===== config.mk =====
export PLATFORM = sky130hd
export DESIGN_NAME = button_event_decoder
export DESIGN_NICKNAME = d
export VERILOG_FILES = /design/src/rtl/counter_ultra_pkg.sv /design/src/rtl/button_event_decoder.sv
export SDC_FILE = /design/constraint.sdc
export NUM_CORES = 1
export LEC_CHECK = 0
export ABC_CLOCK_PERIOD_IN_PS = 2100
export BUFFER_PORTS_ARGS = -buffer_cell sky130_fd_sc_hd__buf_2
export CAP_MARGIN = 40
export CORE_ASPECT_RATIO = 1.5
export CORE_MARGIN = 2
export CORE_UTILIZATION = 54
export DETAILED_ROUTE_END_ITERATION = 10
export GPL_ROUTABILITY_DRIVEN = 0
export PLACE_DENSITY = 0.73
export SLEW_MARGIN = 20
export SYNTH_ARGS = -nofsm -noshare
export SYNTH_HDL_FRONTEND = slang
export SYNTH_SLANG_ARGS = --single-unit
export TNS_END_PERCENT = 20

===== constraint.sdc =====
create_clock -name clk_core -period 2.1 [get_ports clk_core]
set_input_delay 0.21 -clock clk_core [delete_from_list [all_inputs] [get_ports clk_core]]
set_output_delay 0.21 -clock clk_core [all_outputs]
set_load 0.01 [all_outputs]

===== src/rtl/counter_ultra_pkg.sv =====
// Shared types and default timing constants for the counter_ultra button path.
// Cycle thresholds come from the *_MS constants via ms_to_cycles at instantiation.
`timescale 1ns/1ps
package counter_ultra_pkg;

  typedef enum logic [1:0] {
    IDLE      = 2'd0,
    PRESSED   = 2'd1,
    LONG_HOLD = 2'd2
  } btn_state_t;

  localparam int unsigned CLK_HZ    = 100_000_000;
  localparam int unsigned LONG_MS   = 500;
  localparam int unsigned REPEAT_MS = 100;

  function automatic int unsigned ms_to_cycles(input int unsigned clk_hz,
                                               input int unsigned ms);
    return (clk_hz / 1000) * ms;
  endfunction

endpackage


===== src/rtl/button_event_decoder.sv =====
// Turns a debounced button level into press/release/long/repeat pulses plus a merged step strobe.
// Latency: 1 cycle from the sampling edge; no backpressure, pulses are fire-and-forget.
`timescale 1ns/1ps
module button_event_decoder
  import counter_ultra_pkg::*;
#(
  parameter int unsigned LONG_CYCLES   = 50_000_000,
  parameter int unsigned REPEAT_CYCLES = 10_000_000,
  parameter int unsigned CNT_W         = 26
) (
  input  logic clk_core,
  input  logic rst_n,
  input  logic button_i,
  input  logic enable_i,
  output logic press_o,
  output logic release_o,
  output logic long_o,
  output logic repeat_o,
  output logic step_o,
  output logic held_o
);

  localparam int unsigned MAX_CYCLES =
    (LONG_CYCLES > REPEAT_CYCLES) ? LONG_CYCLES : REPEAT_CYCLES;

  if (LONG_CYCLES < 2) begin : g_bad_long
    $fatal(1, "button_event_decoder: LONG_CYCLES must be >= 2");
  end
  if (REPEAT_CYCLES < 1) begin : g_bad_repeat
    $fatal(1, "button_event_decoder: REPEAT_CYCLES must be >= 1");
  end
  if ((CNT_W < 1) || ((CNT_W < 64) && ((64'd1 << CNT_W) <= 64'(MAX_CYCLES)))) begin : g_bad_cnt_w
    $fatal(1, "button_event_decoder: CNT_W too narrow for the hold thresholds");
  end

  localparam logic [CNT_W-1:0] LONG_T   = CNT_W'(LONG_CYCLES);
  localparam logic [CNT_W-1:0] REPEAT_T = CNT_W'(REPEAT_CYCLES);
  localparam logic [CNT_W-1:0] ONE      = CNT_W'(1);

  btn_state_t       state_q, state_d;
  logic [CNT_W-1:0] timer_q, timer_d;
  logic             btn_q;
  logic             press_q, press_d;
  logic             release_q, release_d;
  logic             long_q, long_d;
  logic             repeat_q, repeat_d;
  logic             step_q, step_d;
  logic             held_q, held_d;
  logic             rise;

  assign rise = button_i & ~btn_q;

  always_comb begin
    state_d   = state_q;
    timer_d   = timer_q;
    press_d   = 1'b0;
    release_d = 1'b0;
    long_d    = 1'b0;
    repeat_d  = 1'b0;

    // Disable aborts silently: no release for a press we stop tracking.
    if (!enable_i) begin
      state_d = IDLE;
      timer_d = '0;
    end else begin
      unique case (state_q)
        IDLE: begin
          timer_d = '0;
          if (rise) begin
            state_d = PRESSED;
            timer_d = ONE;
            press_d = 1'b1;
          end
        end
        PRESSED: begin
          if (!button_i) begin
            state_d   = IDLE;
            timer_d   = '0;
            release_d = 1'b1;
          end else if (timer_q == LONG_T) begin
            state_d = LONG_HOLD;
            timer_d = ONE;
            long_d  = 1'b1;
          end else begin
            timer_d = timer_q + ONE;
          end
        end
        LONG_HOLD: begin
          if (!button_i) begin
            state_d   = IDLE;
            timer_d   = '0;
            release_d = 1'b1;
          end else if (timer_q == REPEAT_T) begin
            timer_d  = ONE;
            repeat_d = 1'b1;
          end else begin
            timer_d = timer_q + ONE;
          end
        end
        default: begin
          state_d = IDLE;
          timer_d = '0;
        end
      endcase
    end

    step_d = press_d | long_d | repeat_d;
    held_d = (state_d != IDLE);
  end

  // btn_q resets high so a button held through reset never looks like a fresh press.
  always_ff @(posedge clk_core or negedge rst_n) begin
    if (!rst_n) begin
      state_q   <= IDLE;
      timer_q   <= '0;
      btn_q     <= 1'b1;
      press_q   <= 1'b0;
      release_q <= 1'b0;
      long_q    <= 1'b0;
      repeat_q  <= 1'b0;
      step_q    <= 1'b0;
      held_q    <= 1'b0;
    end else begin
      state_q   <= state_d;
      timer_q   <= timer_d;
      btn_q     <= button_i;
      press_q   <= press_d;
      release_q <= release_d;
      long_q    <= long_d;
      repeat_q  <= repeat_d;
      step_q    <= step_d;
      held_q    <= held_d;
    end
  end

  assign press_o   = press_q;
  assign release_o = release_q;
  assign long_o    = long_q;
  assign repeat_o  = repeat_q;
  assign step_o    = step_q;
  assign held_o    = held_q;

endmodule


== Word level (Yosys, flattened, before mapping) ==
Cells that the tools add are included.

* Add/sub/neg operators: 1
* Equality and inequality tests: 4
* Muxes and demuxes: 27
* Bitwise operators: 4
* Reduce and logical (&&, ||, !) cells: 3

{| class="wikitable"
|+ Operator list
! operator !! count
|-
| $mux W26 || 5
|-
| $pmux W26 S3 || 1
|-
| $add A26 B1 Y26 const B || 1
|-
| $eq A26 B24 Y1 const B || 1
|-
| $eq A26 B26 Y1 const B || 1
|-
| $mux W1 || 15
|-
| $mux W2 || 5
|-
| $pmux W2 S3 || 1
|-
| $eq A2 B1 Y1 const B || 1
|-
| $eq A2 B2 Y1 const B || 1
|-
| $logic_not A2 Y1 || 1
|-
| $or A1 B1 Y1 || 2
|-
| $reduce_bool A2 Y1 || 1
|-
| $reduce_or A2 Y1 || 1
|-
| $and A1 B1 Y1 || 1
|-
| $not A1 Y1 || 1
|}

* Bits in registers: 35
* Bits of input ports: 4
* Output and inout bits: 6
* Logic and storage cells: 48

== Logic depth before layout (Yosys ltp) ==
Gate-level depths: netlist of the first run.

* Word-level depth: 7
* Gate-level depth with buffers: 8

== Least setup slack after synthesis of the first run ==
OpenSTA, ideal clock, no wires.

* Path kind: register to register
* Start point: register timer_q[0]
* End point: register timer_q[0]
* Setup time: 0.073 ns
* Arrival: 1.897 ns
* Required time: 2.027 ns
* Slack: 0.130 ns
* Cell stages (with the launch flop): 8
* Cells stage by stage: dfrtp_1 -> inv_1 -> ha_1 -> nor4bb_1 -> nand4_1 -> or4_4 -> nor3b_1 -> a21oi_2

* Longest elaborated chain between the ends: 5
* Elaborated cells on any way between the ends: 9
* Those cells by class: add/sub (1); eq/ne (2); mux (6)

{| class="wikitable"
|+ RTL lines
! what !! line !! RTL
|-
| start: declaration || button_event_decoder.sv:41 || <nowiki>logic [CNT_W-1:0] timer_q, timer_d;</nowiki>
|-
| start signal: assignment || button_event_decoder.sv:125 || <nowiki>timer_q <= timer_d;</nowiki>
|-
| $add A26 B1 Y26 (tied with other cells) || button_event_decoder.sv:85, button_event_decoder.sv:97 ||
|-
| $mux W26, on equally long branches || button_event_decoder.sv:93, button_event_decoder.sv:80 ||
|-
| $mux W26, on equally long branches || button_event_decoder.sv:89, button_event_decoder.sv:76 ||
|-
| $pmux W26 S3 (*) || button_event_decoder.sv:66 || <nowiki>unique case (state_q)</nowiki>
|-
| $mux W26 (*) || button_event_decoder.sv:62 || <nowiki>if (!enable_i) begin</nowiki>
|-
| named net timer_d[0] || button_event_decoder.sv:41 ||
|}

The timed path passes the listed nets; every way through them passes the cells marked *.

== Worst setup path after layout of the first run ==
* Start point: register timer_q[23]
* End point: register timer_q[0]

* Longest elaborated chain between the ends: 5
* Elaborated cells on any way between the ends: 8
* Those cells by class: eq/ne (2); mux (6)

{| class="wikitable"
|+ RTL lines
! what !! line
|-
| $eq A26 B24 Y1 / $eq A26 B26 Y1 (equally long branches) || button_event_decoder.sv:93, button_event_decoder.sv:80
|-
| $mux W26, on equally long branches || button_event_decoder.sv:93, button_event_decoder.sv:80
|-
| $mux W26, on equally long branches || button_event_decoder.sv:89, button_event_decoder.sv:76
|-
| $pmux W26 S3 (*) || button_event_decoder.sv:66
|-
| $mux W26 (*) || button_event_decoder.sv:62
|-
| named net timer_d[0] || button_event_decoder.sv:41
|}

Marks and branches as above.

==> summary.md, run 1 <==
| Metric | Value |
|---|---|
| Sequential share of the synthesized area | `48.5%` |
| Peak supply drop | `482 uV` |
| Reg2Reg Depth | `5` |
| CP Launch Point | `timer_q[23]` |
| Layout cells sized above 1 | `19.0%` |
| Largest net degree at the start of global routing | `36` |
| Multi-input logic area | `893 um^2` |
| Die height | `74.9 um` |
| Cell Rows | `25` |
| Adder-Cell Fraction of Synth Area | `4.15%` |
| Number of global-route vias before repair | `1399` |
| Die area | `3840 um^2` |
| Critical-path cell list | `nand4_1 > or4_4 > or4_4 > nor3b_1 > a21oi_2` |
| Critical Path Start Type | `register` |
| Nets@finish | `225` |
| Core region area | `3190 um^2` |
| Achievable Freq | `502 MHz` |
| CTS tree | `done` |
| Design Area, Final | `2130 um^2` |
| Final setup viols | `0` |
| GR peak layer | `met2` |
| DR vias | `1417` |
| Cell repeated most along the worst path | `or4_4` |
| Cell-internal power | `0.948 mW` |
| Synth area leaders | `dfrtp_1 (47%), xor2_1 (8.7%), nor2_1 (7.3%)` |
| Area Growth Syn to Fin | `17.5%` |
| Total congestion overflow | `0` |
| Kind of critical path | `reg2reg` |
| Max Transition Viols Final | `0` |
| Setup crit end kind | `register` |
| PwrDens | `582 nW/um^2` |
| Met1 GRT Util | `25.9%` |
| Number of diodes | `0` |
| Total CTS buffers | `5` |
| GRT met2 Usage | `38.1%` |
| Min cycle time layout | `1990 ps` |
| Max-cap violations | `0` |
| Logic pwr share | `under 10%` |
| Largest family of logic cells by synthesized area | `simple AND/OR/NAND/NOR gates` |
| Total negative slack | `0 ps` |
| Iteration count of the initial detailed-routing pass | `5` |
| Synthesized area per cell | `9.57 um^2` |
| Initial antenna violation count | `0` |
| HP Start | `button_i` |
| IO Port Bufs | `9` |
| Top-Level Pins | `10` |
| Buf/Inv on CP | `0` |
| Multiplexer share of the synthesized area | `0%` |
| Cells after Synth | `189` |
| CP delay by family, top | `simple AND/OR/NAND/NOR gates` |
| Mapped Area | `around 1800 um^2` |
| WL/cell | `roughly 14 um` |
| Fill cells | `268` |
| CTS clk-pin slew, worst paths | `70 ps` |
| P_leak | `around 0.9 nW` |
| Final Hold Vio Count | `0` |
| CP max-delay cell | `or4_4` |
| Area after DPL | `1980 um^2` |
| First-pass GRT wire length | `6200 um` |
| Final HPWL DP | `2660 um` |
| Max Buffers Root-to-Sink | `2` |
| Crit-path max FO | `5` |
| CP arrival | `~2200 ps` |
| Final WL | `3680 um` |
| Vias per cell | `5.54` |
| Sequential Power Share | `55.6%` |
| Worst path max stage delay | `540 ps` |
| Overall Global Routing Usage | `22.0%` |
| Initial Utilization | `56.7%` |
| Switching Fraction | `between 20% and 30%` |
| Outcome | `finished clean` |
| Clock Skew | `10.1 ps` |
| Htree depth | `2` |
| Share of the synthesized area in the top cell type | `approximately 47%` |
| Least-Margin Pin Slew | `461 ps` |
| Worst skew pair latency | `290 ps` |
| Leading area contributor after synthesis | `dfrtp_1` |
| Crit path required time | `2320 ps` |
| Reg area | `878 um^2` |
| Library cells used by synthesis | `32` |
| Simple-Gate Fraction of Synth Area | `28.8%` |
| RR Startpoint | `timer_q[23]` |
| Clock power frac | `37.7%` |
| Hold Crit Depth | `1` |
| Post-synthesis compound-gate area fraction | `~3.7%` |
| Iteration-0 DRC Markers | `28` |
| Clock sinks | `35` |
| Die X | `51.3 um` |
| Ys Warns | `0` |
| Post-synthesis net count | `approximately 200` |
| M3 GR Usage | `5.36%` |
| Clock root buffer | `clkbuf_8` |
| XOR/XNOR Fraction of Synth Area | `11.6%` |
| Flops & latches, synth | `35` |
| Worst min-delay path category | `in2reg` |
| Post-DRT Antenna Nets | `0` |
| DRC errors left | `0` |
| Crit. path cell count | `5` |
| Fin crit share | `a little over nine tenths` |
| Net load switching power | `0.289 mW` |
| Slew HR | `69.0%` |
==> cell type report <==
class	instances	share of cell area (%)
Clock buffer	7	3.59
Clock inverter	1	0.235
Inverter	10	1.77
Multi-Input combinational cell	139	42.0
Sequential cell	35	41.3
Tap cell	40	2.35
Timing Repair Buffer	24	8.71
==> state kept, by name, summed over array words and instances, names as in the netlist <==
register	count
timer_q	26
state_q	2
btn_q	1
held_o	1
long_o	1
press_o	1
release_o	1
repeat_o	1
step_o	1
==> layer usage <==
layer,wire length (um),up-vias
met3,117,6
met1,1520,698
li1,-,687
met5,0,-
met4,67,0
met2,1970,26
==> power by group through the flow <==
stage | Combinational, mW | Clock (mW) | Sequential (mW)
final | 0.0828 | 0.467 | 0.688
after global routing | 0.0930 | 0.509 | 0.688
after CTS | 0.0755 | 0.479 | 0.687
after detailed placement | 0.0752 | 0 | 0.700
after global placement | 0.0721 | 0 | 0.700
after floorplan | 0.0356 | 0 | 0.703
==> Yosys cell counts, drive strengths merged <==
library cell  number
nor2              35
dfrtp             34
xor2              18
nand2             16
nand4             12
nand3             11
inv               10
ha                 6
xnor2              6
nor4               4
a21oi              3
and3               3
clkbuf             3
nor2b              3
nor4bb             3
or4                3
buf                2
nand2b             2
nor3               2
o21ai              2
o31ai              2
or3                2
a21o               1
and2               1
and4               1
dfstp              1
nor3b              1
o21a               1
o22a               1
==> through the flow <==
| step | hold WS [ps] | cells | setup slack, ps | util, % | power, mW |
|---|---|---|---|---|---|
| floorplan | -85.6 | 189 | 130 | - | 0.738 |
| global placement | 313 | 244 | 57.9 | 62.0 | 0.772 |
| detailed placement | 324 | 244 | 11.7 | 62.0 | 0.775 |
| CTS | 8.60 | 253 | 33.4 | 64.8 | 1.24 |
| global route | 100 | 256 | -9.06 | 66.6 | 1.29 |
| finish | 102 | 256 | 110 | 66.6 | 1.24 |
==> repair_timing <==
item / 4_1_cts / 5_1_grt
buffers inserted: 1 / 1
setup endpoints to repair: 3 / 30
gates resized for setup: 0 / 6
endpoints found under the hold margin: 0 / 35
hold buffers: 0 / 1
pin swaps: 1 / 4
==> path summary, 6_finish.rpt <==
check | end | slack (ps)
max | timer_q[0] | 110
min | btn_q | 100
max reg2reg | timer_q[0] | 110
min reg2reg | timer_q[12] | 590
max in group asynchronous | timer_q[22] | 1470
min in group asynchronous | btn_q | 440
==> layout by cell type (no fill, tap or decap), types with 3 or more instances in the layout <==
cell type  count
nor2_1        35
dfrtp_1       33
xor2_1        18
nand2_1       16
nand4_1       12
buf_4         12
nand3_1       11
buf_2          9
inv_1          8
xnor2_1        6
ha_1           6
clkbuf_8       5
nor2b_1        3
nor4_2         3
and3_1         3
==> kinds of logic after synthesis <==
| logic type | count (synthesis) |
|---|---|
| flip-flops | 35 |
| AO/OA/AOI/OAI | 10 |
| buffers and inverters | 15 |
| XOR/XNOR | 24 |
| AND/OR/NAND/NOR | 99 |
| adder cells (fa/ha/maj) | 6 |
==> worst reg2reg max path, stage by stage (launching register included) <==
cell,delay [ps]
dfrtp_1,410
nand4_1,130
or4_4,520
or4_4,540
nor3b_1,180
a21oi_2,140
(Power assumes the default switching activity.)
==> run 2: changes to the inputs <==
--- a/config.mk
+++ b/config.mk
@@ -5,12 +5,13 @@
 export SDC_FILE = /design/constraint.sdc
 export NUM_CORES = 1
 export LEC_CHECK = 0
+export ABC_AREA = 1
 export ABC_CLOCK_PERIOD_IN_PS = 2100
 export BUFFER_PORTS_ARGS = -buffer_cell sky130_fd_sc_hd__buf_2
 export CAP_MARGIN = 40
 export CORE_ASPECT_RATIO = 1.5
 export CORE_MARGIN = 2
-export CORE_UTILIZATION = 54
+export CORE_UTILIZATION = 55
 export DETAILED_ROUTE_END_ITERATION = 10
 export GPL_ROUTABILITY_DRIVEN = 0
 export PLACE_DENSITY = 0.73
@@ -18,4 +19,4 @@
 export SYNTH_ARGS = -nofsm -noshare
 export SYNTH_HDL_FRONTEND = slang
 export SYNTH_SLANG_ARGS = --single-unit
-export TNS_END_PERCENT = 20
+export TNS_END_PERCENT = 1
==> constraint.sdc (replaced) <==
create_clock -name clk_core -period 2.1 [get_ports clk_core]
set_input_delay 0.105 -clock clk_core [delete_from_list [all_inputs] [get_ports clk_core]]
set_output_delay 0.105 -clock clk_core [all_outputs]
set_load 0.01 [all_outputs]
==> run 2 against run 1 <==
  * Final area rose by 14%
  * Register-to-register slack better by 160 ps
  * Hold slack got worse by 52 ps
  * Die area increased by 17%
  * Sequential share of layout area is 5.0 points lower
  * Core utilization is 4.6 points lower
  * Via count grew 27%
  * Synthesized cell count is 58% higher
  * Non-clock buffer count down 12
  * Final cell count grew 41%
  * Largest power group unchanged
==> summary.md, run 2 <==
| Metric | Value |
|---|---|
| Area Growth Syn to Fin | `10.5%` |
| Flops & latches, synth | `35 (unchanged)` |
| Die height | `81.2 um (+8.4%)` |
| Most common cell in the netlist | `nand2_1` |
| Kind of critical path | `reg2reg` |
| Total CTS buffers | `5 (unchanged)` |
| CTS clk-pin slew, worst paths | `80 ps (about the same)` |
| Final HPWL DP | `3360 um (+26%)` |
| Nets@finish | `325 (+44%)` |
| Critical Path Start Type | `register` |
| Clock Skew | `12.6 ps (+2.52 ps)` |
| Outcome | `finished clean` |
| Total congestion overflow | `0 (unchanged)` |
| Fill cells | `371 (+38%)` |
| Worst skew pair latency | `300 ps (about the same)` |
| Post-synth top flop | `dfrtp_1` |
| CTS tree | `done` |
| Worst path max stage delay | `430 ps (-110 ps)` |
| Total power draw | `1.41 mW (+14%)` |
| P_leak | `1.08 nW (+21%)` |
| PwrDens | `585 nW/um^2 (+0.53%)` |
| Leading area contributor after synthesis | `dfrtp_1` |
| Initial antenna violation count | `0 (unchanged)` |
| HP Start | `enable_i` |
| Hold endpoint | `release_o` |
| Crit-path max FO | `24 (+19)` |
| Synthesized area per cell | `7.33 um^2 (-23%)` |
| Critical-path cell list | `inv_1 > ha_1 > inv_1 > nor2_1 > nand2_1 > nor2_1 > nand2_1 > nand2_1 > nand2_2 > nand2_4 > nor2_1` |
| First-pass GRT wire length | `7760 um (+25%)` |
| Achievable Freq | `548 MHz (+9.0%)` |
| RR Endpoint | `timer_q[20]` |
| Slew HR | `72.6% (+3.5 points)` |
| Largest Register | `timer_q` |
| Worst min-delay path category | `in2reg` |
| Cells after Synth | `298 (+58%)` |
| CP max-delay cell | `dfrtp_1` |
| Number of global-route vias before repair | `1804 (+29%)` |
| Die area | `4500 um^2 (+17%)` |
| Vias per cell | `4.99 (-9.9%)` |
| Library cells used by synthesis | `24 (-25%)` |
| RR Startpoint | `timer_q[0]` |
| Final WL | `4470 um (+21%)` |
| Most common cell after layout, fill and taps aside | `nand2_1` |
| Clock root buffer | `clkbuf_8` |
| Synth area leaders | `dfrtp_1 (39%), nand2_1 (15%), inv_1 (7.6%)` |
| Min cycle time layout | `1830 ps (-164 ps)` |
| R2r setup slk | `270 ps (+160 ps)` |
| Reg2Reg Depth | `11 (+6)` |
| CP delay by family, top | `simple AND/OR/NAND/NOR gates` |
| Clock sinks | `35 (unchanged)` |
| Most frequent cells in the layout | `nand2_1 (85), inv_1 (44), nor2_1 (40), dfrtp_1 (34), nor2_2 (25)` |
| Util after Layout | `62.1% (-4.6 points)` |
| Post-synthesis net count | `308 (+55%)` |
| Fin crit share | `86.9% (-7.8 points)` |
| CP arrival | `1990 ps (-220 ps)` |
| Post-synth ARST share | `100% (unchanged)` |
| Iteration count of the initial detailed-routing pass | `4 (-1)` |
| Largest net degree at the start of global routing | `36 (unchanged)` |
| Setup crit end kind | `register` |
| Sequential share of the synthesized area | `40.2% (-8.3 points)` |
| Largest register FFs | `26 (unchanged)` |
| # Post-CTS Setup Buffers | `0 (-1)` |
| WL/cell | `12.4 um (-14%)` |
| Top-Level Pins | `10 (unchanged)` |
| Final setup viols | `0 (unchanged)` |
| Core region area | `3890 um^2 (+22%)` |
| Cell Rows | `28 (+12%)` |
| Max Transition Viols Final | `0 (unchanged)` |
| Layout cells sized above 1 | `17.7% (-1.3 points)` |
| Overall Global Routing Usage | `22.3% (+0.32 points)` |
| Crit path required time | `2260 ps (-60 ps)` |
| Max Buffers Root-to-Sink | `2 (unchanged)` |
| Post-DRT Antenna Nets | `0 (unchanged)` |
| Post-synth EDFFs | `0 (unchanged)` |
| List of most frequent post-synthesis cells | `nand2_1 (85), inv_1 (44), nor2_1 (40), dfrtp_1 (34), nor2_2 (25)` |
| Initial Utilization | `56.1% (-0.56 points)` |
| DR vias | `1801 (+27%)` |
| RSZ-0062 raised after global routing | `false` |
| Final Hold Vio Count | `0 (unchanged)` |
| Mapped Area | `2180 um^2 (+21%)` |
| DRC errors left | `0 (unchanged)` |
| Total negative slack | `0 ps (unchanged)` |
| Top flop regs | `timer_q: 26 flops, state_q: 2 flops` |
| Die X | `55.4 um (+8.2%)` |
| Share of the synthesized area in the top cell type | `39.0% (-8.1 points)` |
| Max-cap violations | `0 (unchanged)` |
| Number of diodes | `0 (unchanged)` |
| Peak supply drop | `499 uV (+3.5%)` |
| Hold Crit Depth | `3 (+2)` |
| Buf/Inv on CP | `2 (+2)` |
| Iteration-0 DRC Markers | `27 (-3.6%)` |
| Htree depth | `2 (unchanged)` |
| Least-Margin Pin Slew | `409 ps (-52.3 ps)` |
| Post_cts resized | `0 (unchanged)` |
| IO Port Bufs | `9 (unchanged)` |
| Ys Warns | `0 (unchanged)` |
run 2: changes by cell type after synthesis, moves of 4 or more:
cell	change
nand3_1	+4
nor2_1	+5
xor2_1	-9
nand4_1	-9
nand2_1	+69
nor2_2	+25
nor3_1	+5
nand2_2	+7
inv_1	+34
run 2: final cells by class:
| type | instances | area, um^2 | share of cell area [%] |
|---|---|---|---|
| Sequential cell | 35 | 877 | 36.3 |
| Multi-Input combinational cell | 217 | 1100 | 45.6 |
| Inverter | 44 | 165 | 6.84 |
| Timing Repair Buffer | 12 | 92.6 | 3.84 |
| Tap cell | 45 | 56.3 | 2.33 |
| Clock buffer | 6 | 82.6 | 3.42 |
| Clock inverter | 2 | 38.8 | 1.61 |
run 2: worst min-delay path: stages:
cell     delay, ps
buf_2          120
nand2_1         60
nor2_1          30
run 2: worst max path at each step:
stage                     startpoint     endpoint  slack [ps]  depth (start not counted)
after floorplan           timer_q[0]   timer_q[4]         570                         12
after detailed placement  timer_q[0]  timer_q[19]         280                         11
after global routing      timer_q[0]  timer_q[17]          10                         11
after global placement    timer_q[0]  timer_q[19]         360                         11
after CTS                 timer_q[0]  timer_q[17]         260                         11
final                     timer_q[0]  timer_q[20]         270                         11
run 2: cell families (layout without fill, tap and decap cells):
kind of cell	after synthesis	count (layout)	share of synthesized area [%]
simple gates	189	189	39.7
buf+inv	46	64	9.40
flops	35	35	40.2
xor+xnor	12	12	4.81
compound gates	10	10	2.46
fa+ha+maj	6	6	3.44
run 2: metal layers:
metal / vias to the layer above / track usage [%] / share of wire (%)
met5: - / 0 / 0
met4: 0 / 10.5 / 2.9
met3: 12 / 4.30 / 2.8
met2: 34 / 42.1 / 53
met1: 819 / 23.8 / 41
li1: 936 / - / -
run 2: what timing repair did:
item                                    in CTS  in global routing
hold buffers                                 2                  0
endpoints found under the hold margin       35                  0
endpoints found under the setup margin       0                  0
run 2: metrics by stage:
stage / cells / hold slack [ps] / worst slack (ps) / instance area, um^2
3_5_place_dp: 350 / 222 / 283 / 2240
3_3_place_gp: 350 / 215 / 363 / 2240
4_1_cts: 360 / 53.2 / 265 / 2390
6_report: 361 / 50.6 / 274 / 2410
5_1_grt: 361 / 62.5 / 9.97 / 2410
2_1_floorplan: 298 / -191 / 575 / 2180
run 2: report_power, final:
part	internal, mW	switching (mW)
Sequential	0.681	0.00420
Combinational	0.0241	0.0461
Clock	0.390	0.266
